--- config.mk ---
export PLATFORM = sky130hd
export DESIGN_NAME = hyper_ram_cmd_scheduler
export DESIGN_NICKNAME = d
export VERILOG_FILES = /design/src/rtl/hyper_ram_cmd_scheduler.sv
export SDC_FILE = /design/constraint.sdc
export NUM_CORES = 1
export LEC_CHECK = 0
export ABC_AREA = 1
export CAP_MARGIN = 40
export CORE_MARGIN = 1
export CORE_UTILIZATION = 52
export DETAILED_ROUTE_END_ITERATION = 12
export MAX_ROUTING_LAYER = met4
export PLACE_DENSITY = 0.87
export SYNTH_ARGS = -nofsm -noshare
export SYNTH_HDL_FRONTEND = slang
export SYNTH_SLANG_ARGS = --single-unit
--- constraint.sdc ---
create_clock -name i_clk_50 -period 13 [get_ports i_clk_50]
set_input_delay 1.3 -clock i_clk_50 [delete_from_list [all_inputs] [get_ports i_clk_50]]
set_output_delay 1.3 -clock i_clk_50 [all_outputs]
set_load 0.05 [all_outputs]
--- src/rtl/hyper_ram_cmd_scheduler.sv ---
// Round-robin command scheduler in front of hyperRamDriver: splits client commands
// into driver-sized bursts, builds the CA word and steers FIFO strobes to the owner.
module hyper_ram_cmd_scheduler #(
    parameter int NUM_CH    = 4,
    parameter int ADDR_W    = 23,
    parameter int REQ_LEN_W = 16,
    parameter int DRV_LEN_W = 11,
    parameter int MAX_BURST = 1280,
    parameter int LINEAR    = 0,
    parameter int TIMEOUT   = 4096
) (
    input  logic                        i_clk_50,
    input  logic                        i_reset,
    input  logic [NUM_CH-1:0]           i_req_valid,
    output logic [NUM_CH-1:0]           o_req_ready,
    input  logic [NUM_CH-1:0]           i_req_rw,
    input  logic [NUM_CH*ADDR_W-1:0]    i_req_addr,
    input  logic [NUM_CH*REQ_LEN_W-1:0] i_req_len,
    output logic [NUM_CH-1:0]           o_cmd_done,
    output logic [NUM_CH-1:0]           o_cmd_err,
    output logic                        o_busy,
    output logic [2:0]                  o_active_ch,
    output logic                        o_drv_enable,
    output logic                        o_drv_rw_mode,
    output logic [47:0]                 o_drv_ca,
    output logic [DRV_LEN_W-1:0]        o_drv_len,
    input  logic                        i_drv_setup_done,
    input  logic                        i_drv_transfering,
    input  logic                        i_drv_process_done,
    output logic [NUM_CH-1:0]           o_rdfifo_wreq,
    output logic [NUM_CH-1:0]           o_wrfifo_rreq,
    output logic [2:0]                  o_dbg_state,
    output logic                        o_dbg_xfer_seen
);

    localparam int TMO_W = $clog2(TIMEOUT + 1);

    typedef enum logic [2:0] {
        S_IDLE, S_LOAD, S_SETUP, S_XFER, S_WAIT, S_NEXT, S_DONE
    } state_t;

    state_t                 r_state;
    logic [2:0]             r_rr_ptr;
    logic [2:0]             r_ch;
    logic                   r_rw;
    logic                   r_err;
    logic                   r_xfer_seen;
    logic [ADDR_W-1:0]      r_addr;
    logic [REQ_LEN_W-1:0]   r_remaining;
    logic [REQ_LEN_W-1:0]   r_chunk;
    logic [TMO_W-1:0]       r_tmo_cnt;

    logic [7:0]             w_valid8;
    logic                   w_grant_vld;
    logic [2:0]             w_grant_idx;
    logic                   w_accept;
    logic [NUM_CH-1:0]      w_grant_oh;
    logic [NUM_CH-1:0]      w_ch_oh;
    logic                   w_req_rw;
    logic [ADDR_W-1:0]      w_req_addr;
    logic [REQ_LEN_W-1:0]   w_req_len;
    logic [REQ_LEN_W-1:0]   w_chunk;
    logic                   w_tmo_hit;

    assign w_valid8 = 8'(i_req_valid);

    // Scan downward so the last hit is the closest channel after r_rr_ptr.
    always_comb begin
        w_grant_vld = 1'b0;
        w_grant_idx = '0;
        for (int k = NUM_CH; k >= 1; k--) begin
            if (w_valid8[3'((int'(r_rr_ptr) + k) % NUM_CH)]) begin
                w_grant_vld = 1'b1;
                w_grant_idx = 3'((int'(r_rr_ptr) + k) % NUM_CH);
            end
        end
    end

    always_comb begin
        w_req_rw   = 1'b0;
        w_req_addr = '0;
        w_req_len  = '0;
        for (int c = 0; c < NUM_CH; c++) begin
            if (3'(c) == w_grant_idx) begin
                w_req_rw   = i_req_rw[c];
                w_req_addr = i_req_addr[c*ADDR_W +: ADDR_W];
                w_req_len  = i_req_len[c*REQ_LEN_W +: REQ_LEN_W];
            end
        end
    end

    // Handshake: a command transfers on a rising edge where valid[i] and ready[i]
    // are both high; ready is a combinational grant offered only while IDLE.
    assign w_accept    = (r_state == S_IDLE) && w_grant_vld && !i_reset;
    assign w_grant_oh  = NUM_CH'(1) << w_grant_idx;
    assign w_ch_oh     = NUM_CH'(1) << r_ch;
    assign o_req_ready = w_accept ? w_grant_oh : '0;

    assign w_chunk   = (r_remaining > REQ_LEN_W'(MAX_BURST)) ? REQ_LEN_W'(MAX_BURST) : r_remaining;
    assign w_tmo_hit = (r_tmo_cnt == TMO_W'(TIMEOUT - 1));

    assign o_dbg_state     = r_state;
    assign o_dbg_xfer_seen = r_xfer_seen;

    always_ff @(posedge i_clk_50 or posedge i_reset) begin
        if (i_reset) begin
            r_state       <= S_IDLE;
            r_rr_ptr      <= '0;
            r_ch          <= '0;
            r_rw          <= 1'b0;
            r_err         <= 1'b0;
            r_xfer_seen   <= 1'b0;
            r_addr        <= '0;
            r_remaining   <= '0;
            r_chunk       <= '0;
            r_tmo_cnt     <= '0;
            o_cmd_done    <= '0;
            o_cmd_err     <= '0;
            o_busy        <= 1'b0;
            o_active_ch   <= '0;
            o_drv_enable  <= 1'b0;
            o_drv_rw_mode <= 1'b0;
            o_drv_ca      <= '0;
            o_drv_len     <= '0;
            o_rdfifo_wreq <= '0;
            o_wrfifo_rreq <= '0;
        end else begin
            o_cmd_done <= '0;
            o_cmd_err  <= '0;
            case (r_state)
                S_IDLE: begin
                    if (w_accept) begin
                        r_ch        <= w_grant_idx;
                        r_rr_ptr    <= w_grant_idx;
                        o_active_ch <= w_grant_idx;
                        r_rw        <= w_req_rw;
                        r_addr      <= w_req_addr;
                        r_remaining <= w_req_len;
                        r_err       <= 1'b0;
                        o_busy      <= 1'b1;
                        r_state     <= (w_req_len == '0) ? S_DONE : S_LOAD;
                    end
                end
                S_LOAD: begin
                    r_chunk       <= w_chunk;
                    o_drv_len     <= DRV_LEN_W'(w_chunk);
                    o_drv_rw_mode <= r_rw;
                    o_drv_ca      <= {r_rw, 1'b0, 1'(LINEAR), 9'd0,
                                      20'(r_addr[ADDR_W-1:3]), 13'd0, r_addr[2:0]};
                    o_drv_enable  <= 1'b1;
                    r_tmo_cnt     <= '0;
                    r_xfer_seen   <= 1'b0;
                    r_state       <= S_SETUP;
                end
                S_SETUP, S_XFER, S_WAIT: begin
                    r_tmo_cnt <= r_tmo_cnt + 1'b1;
                    if (i_drv_transfering) begin
                        r_xfer_seen <= 1'b1;
                    end
                    // A completion in the same cycle as the timeout still counts as success.
                    if (r_state == S_WAIT && i_drv_process_done) begin
                        o_drv_enable  <= 1'b0;
                        o_rdfifo_wreq <= '0;
                        o_wrfifo_rreq <= '0;
                        r_remaining   <= r_remaining - r_chunk;
                        r_addr        <= r_addr + ADDR_W'((r_chunk + 1'b1) >> 1);
                        r_state       <= S_NEXT;
                    end else if (w_tmo_hit) begin
                        o_drv_enable  <= 1'b0;
                        o_rdfifo_wreq <= '0;
                        o_wrfifo_rreq <= '0;
                        r_err         <= 1'b1;
                        r_state       <= S_DONE;
                    end else if (r_state == S_SETUP && i_drv_setup_done) begin
                        o_rdfifo_wreq <= r_rw ? w_ch_oh : '0;
                        o_wrfifo_rreq <= r_rw ? '0 : w_ch_oh;
                        r_state       <= S_XFER;
                    end else if (r_state == S_XFER) begin
                        r_state <= S_WAIT;
                    end
                end
                S_NEXT: begin
                    r_state <= (r_remaining != '0) ? S_LOAD : S_DONE;
                end
                S_DONE: begin
                    o_cmd_done <= w_ch_oh;
                    o_cmd_err  <= r_err ? w_ch_oh : '0;
                    o_busy     <= 1'b0;
                    r_state    <= S_IDLE;
                end
                default: begin
                    r_state <= S_IDLE;
                end
            endcase
        end
    end

endmodule
After elaboration in Yosys (flattened, before gate mapping)
Index checks and enable logic that the tools add are counted.

Word-level logic and storage cells: 151. Output and inout bits: 89. Register bits after elaboration: 131. Bits of input ports: 169.

Magnitude comparators: 5. Reductions and logical operators: 26. Bitwise operators: 4. Shift operators: 2. Equality and inequality tests: 17. Add/sub/neg operators: 8. Muxes and demuxes: 71.

Operator list (number): two-way mux 23 bit (6); two-way mux 16 bit (7); two-way mux 4 bit (12); one-hot mux 23 bit (2 select lines) (1); two-way mux 3 bit (11); one-hot mux 16 bit (2 select lines) (1); one-hot mux 13 bit (2 select lines) (1); adder 23 x 16 -> 23 bit (1); two-way mux 1 bit (23); less-than comparator 3 x 5 -> 1 bit (second input constant) (4); adder 16 x 1 -> 17 bit (second input constant) (1); > comparator 16 x 11 -> 1 bit (second input constant) (1); logical NOT 16 bit (1); nonzero test 16 bit (1); subtractor 16 bit (1); adder 13 x 1 -> 13 bit (second input constant) (1); == test 13 x 12 -> 1 bit (second input constant) (1); binary-select mux 1 bit (select 3 bit) (4); one-hot mux 3 bit (4 select lines) (1); AND reduction 2 bit (6); inequality test 2 bit (second input constant) (5); == test 3 bit (second input constant) (3); one-hot mux 1 bit (2 select lines) (4); OR reduction 2 bit (4); other kinds (18) (32).

Longest topological paths before layout
Word-level depth: 19. Gate-level depth with buffers: 22. Mapped depth without buffers: 22.

Worst setup path after synthesis
No wires, ideal clock.

Path kind: input-to-output. Start point: input port i_reset. End point: output port o_req_ready[0]. Path buffers: 0. Data arrival time: 5702 ps. Slack: 5998 ps. Stages on the path: 3. Cells stage by stage: inv_1 > nand3_1 > nor3_1.

Word-level cells in the longest chain between the ends: 3.

RTL lines: from (decl) (line 13) `input logic i_reset,`; logical NOT 1 bit (no line); logical AND 1 bit (line 94) `assign w_accept = (r_state == S_IDLE) && w_grant_vld && !i_reset;`; two-way mux 4 bit (line 97) `assign o_req_ready = w_accept ? w_grant_oh : '0;`; to (decl) (line 15) `output logic [NUM_CH-1:0] o_req_ready,`.

Every way passes these cells.

Final worst setup path
Start point: input port i_req_valid[2]. End point: output port o_req_ready[3].

Word-level cells in the longest chain between the ends: 10. Elaborated cells between the ends (all ways): 24. Classes of those cells: shift (1); mux (21); reduce/logical (2).

RTL lines: from (decl) (line 14) `input logic [NUM_CH-1:0] i_req_valid,`; binary-select mux 1 bit (select 3 bit) (line 72) `if (w_valid8[3'((int'(r_rr_ptr) + k) % NUM_CH)]) begin`; two-way mux 1 bit (implied by the code) (2 in series) (line 72); two-way mux 1 bit (4 in series) (line 72); logical AND 1 bit (2 in series) (line 94); two-way mux 4 bit * (line 97).

Mark *: on every way between the ends. The rest lies on a longest branch, timed or not. The select of a mux whose other input is x is not followed.

==> results_dict.tcl <==
set metrics [dict create \
    status "complete, no violations" \
    synth_commonest_cells "324 x nand2_1, 125 x inv_1, 118 x dfrtp_1, 81 x a21oi_1, 81 x o21ai_0" \
    dr.pass1.iters 6 \
    antenna_left 0 \
    cts_made_buffers 17 \
    synth_top_flop_cell "dfrtp_1" \
    yosysMostFrequentCell "nand2_1" \
    slew_headroom_pct 35.3 \
    core_um2 15900 \
    area_growth_pct 33.4 \
    period_needed_ns 5.55 \
    hpwl_um 19800 \
    synth.area.top_cells "dfrtp_1 35%, nand2_1 14%, inv_1 5.5%, ha_1 5.4%, a21oi_1 4.7%" \
    worst_slack_ns 7.45 \
    power.density_nw_per_um2 304 \
    preCtsSetupSlack_ns 7.51 \
    finalSetupViolations 0 \
    whs_ns 0.462 \
    die_h_um 130 \
    synth_cell_type_count 53 \
    htree_levels 4 \
    multi_input_area_um2 4660 \
    grt_overflow 0 \
    grt_max_degree 60 \
    cp.arrival_ns 4.25 \
    path_cells "clkdlybuf4s50_1, inv_1, nand2_4, nand2_2, nor2_1, nand2_1, nand2_1, nand2_2, a21boi_2, nand2_1, nor2_1, clkdlybuf4s50_1" \
    drt_iter0_drc 623 \
    synth_top_family_by_area "simple AND/OR/NAND/NOR gates" \
    worst_path_most_repeated_cell "nand2_1" \
    worstMarginPinSlew_ns 0.964 \
    cts_root_buffer "clkbuf_16" \
    grt_pass1_vias 8374 \
    synth_xor_area_share_pct 2.87 \
    leakage_nw 5.27 \
    synth_area_um2 8540 \
    skew_ns 0.00888 \
    gp_congestion 0.984 \
    nFillCells 1241 \
    ys_ff_latch 118 \
    crit_required_ns 11.70 \
    synthSimpleGateAreaFrac_pct 29.6 \
    ios 258 \
    cts_resized 0 \
    hold_path_class "reg2reg" \
    antenna_found_initial 1 \
    crit_buf_inv 3 \
    slew_viol_final 0 \
    seqCellArea_um2 2950 \
    wl_per_cell_um 16.3 \
    clock-sinks 118 \
    clkTransAtPathRegs_ns 0.05 \
    ys_async_sr_fraction_pct 100 \
    crit_path_max_fanout 20 \
    ys_seq_area_share_pct 34.6 \
    vias 8959 \
    rsz0062_at_grt "no" \
    cts_setup_buffers 0 \
    die_w_um 130 \
    critical_path_class "in2out" \
    cp_top_family "buffers and inverters" \
    setup_tns_ns 0 \
    cap_violations 0 \
    clockBufferDepth 2 \
    slowest_delay_ns 0.82 \
    drive_gt1_share_pct 5.44 \
    synth_warnings 0 \
    synth_compound_area_share_pct 14.9 \
    drc 0 \
    fp-row-count 46 \
    drt_wl_total_um 26600 \
    muxShareOfSynthArea_pct 0.117 \
    cp-start-kind "input pin" \
    yosys.area.top_type "dfrtp_1" \
    insertion_delay_ns 0.44 \
    viasPerCell 5.49 \
    vdd_ir_drop_max_v 0.000314 \
    max_freq_mhz 180 \
    ctsHoldBuffers 0 \
    synth_cells 1201 \
    hold_viol 0 \
    synth_area_per_cell_um2 7.11 \
    nets 1611 \
    grt_pass1_wl_um 40600 \
    die-area_um2 16900 \
    setup.worst_path.end_class "output port" \
    synth_edf_count 0 \
    synth_top_area_share_pct 34.6 \
    period_share_pct 42.7 \
    slowest_stage "clkdlybuf4s50_1" \
    cts_tree "yes" \
    port_buffers 232 \
    start_util_pct 53.6 \
    grt_use_total_pct 32.6 \
    yosys.area_share.adder_pct 5.89 \
]
-- path summary, 6_finish.rpt --
kind                                 from               end  slack, ns  cells past startpoint
hold / removal                r_chunk[13]       r_chunk[13]       0.46                      2
setup / recovery           i_req_valid[2]    o_req_ready[3]       7.45                     12
max in group asynchronous         i_reset      o_drv_ca[22]      10.68                      4
min in group asynchronous         i_reset  o_rdfifo_wreq[0]       1.27                      2
hold reg to reg               r_chunk[13]       r_chunk[13]       0.46                      2
setup reg to reg             o_drv_len[1]        r_addr[22]       8.47                     17
-- where the power goes --
part / switching [mW] / internal, mW
Sequential: 0.124 / 0.512
Combinational: 1.61 / 0.750
Clock: 0.185 / 0.288
-- state kept, by name, indices dropped and copies added, names as in the netlist, 3 cells and up --
name	cells
o_drv_ca	23
o_rdfifo_wreq	4
r_remaining	16
o_dbg_state	3
r_addr	23
o_cmd_done	4
r_chunk	6
r_tmo_cnt	13
o_drv_len	10
o_cmd_err	4
o_wrfifo_rreq	4
-- metrics by stage --
| stage | power, mW | cells | util (%) | area, um^2 |
|---|---|---|---|---|
| finish | 3.47 | 1632 | 71.5 | 11400 |
| global route | 3.72 | 1632 | 71.5 | 11400 |
| CTS | 3.46 | 1631 | 71.5 | 11400 |
| detailed placement | 2.96 | 1600 | 67.8 | 10800 |
| global placement | 2.89 | 1598 | 67.5 | 10800 |
| floorplan | 2.36 | 1225 | - | 8630 |
-- worst register-to-register path: stages (launching register included) --
cell and delay, ns:
dfrtp_1 0.49, inv_1 0.13, nor3_1 0.43, nand3_1 0.22, nor3_1 0.32, nand3_1 0.22
nor2_1 0.18, nand3_1 0.13, xor2_1 0.18, ha_1 0.38, nand2_1 0.11, nor4_1 0.29
a21oi_1 0.14, o21ai_0 0.51, nand3_1 0.22, o21ai_0 0.24, nand3_1 0.11, a22oi_1 0.16
-- area by class of cell --
| type | count | area share [%] |
|---|---|---|
| Clock buffer | 18 | 3.85 |
| Antenna cell | 1 | 0.0220 |
| Tap cell | 216 | 2.37 |
| Multi-Input combinational cell | 892 | 40.8 |
| Inverter | 133 | 4.45 |
| Sequential cell | 118 | 25.9 |
| Timing Repair Buffer | 241 | 21.3 |
| Clock inverter | 13 | 1.31 |
-- cells by family (layout without fill, tap and decap cells) --
kind of cell    Yosys count  count (layout)
compound gates          227             227
xor+xnor                 28              28
flops                   118             118
other cells               1              26
mux                       1               1
fa+ha+maj                39              39
buf+inv                 215             405
simple gates            572             572
-- cell usage in the layout (no fill, tap or decap), drive strengths merged, types with 3 or more instances in the layout --
master           n
nand4           44
nor3            21
clkinvlp         3
nor2            82
nor4             6
ha              37
o21ai           95
buf              9
a21o             3
o22ai            8
clkbuf          18
dfrtp          118
xor2            22
clkdlybuf4s50  232
a31oi            9
nand2          336
xnor2            6
inv            135
clkinv           6
a22oi            8
o211ai           6
conb            25
nand3           79
a21oi           81
o41ai            4
-- layer usage --
metal  global-route usage (%)  vias to the layer above  part of all wire, %
met4                     15.5                        0                  3.7
met5                        -                        -                    0
li1                         -                     4342                    -
met2                     55.4                      426                   48
met1                     36.9                     4122                   39
met3                     6.23                       69                  8.8
No activity file was read; power rests on OpenSTA's default activity.
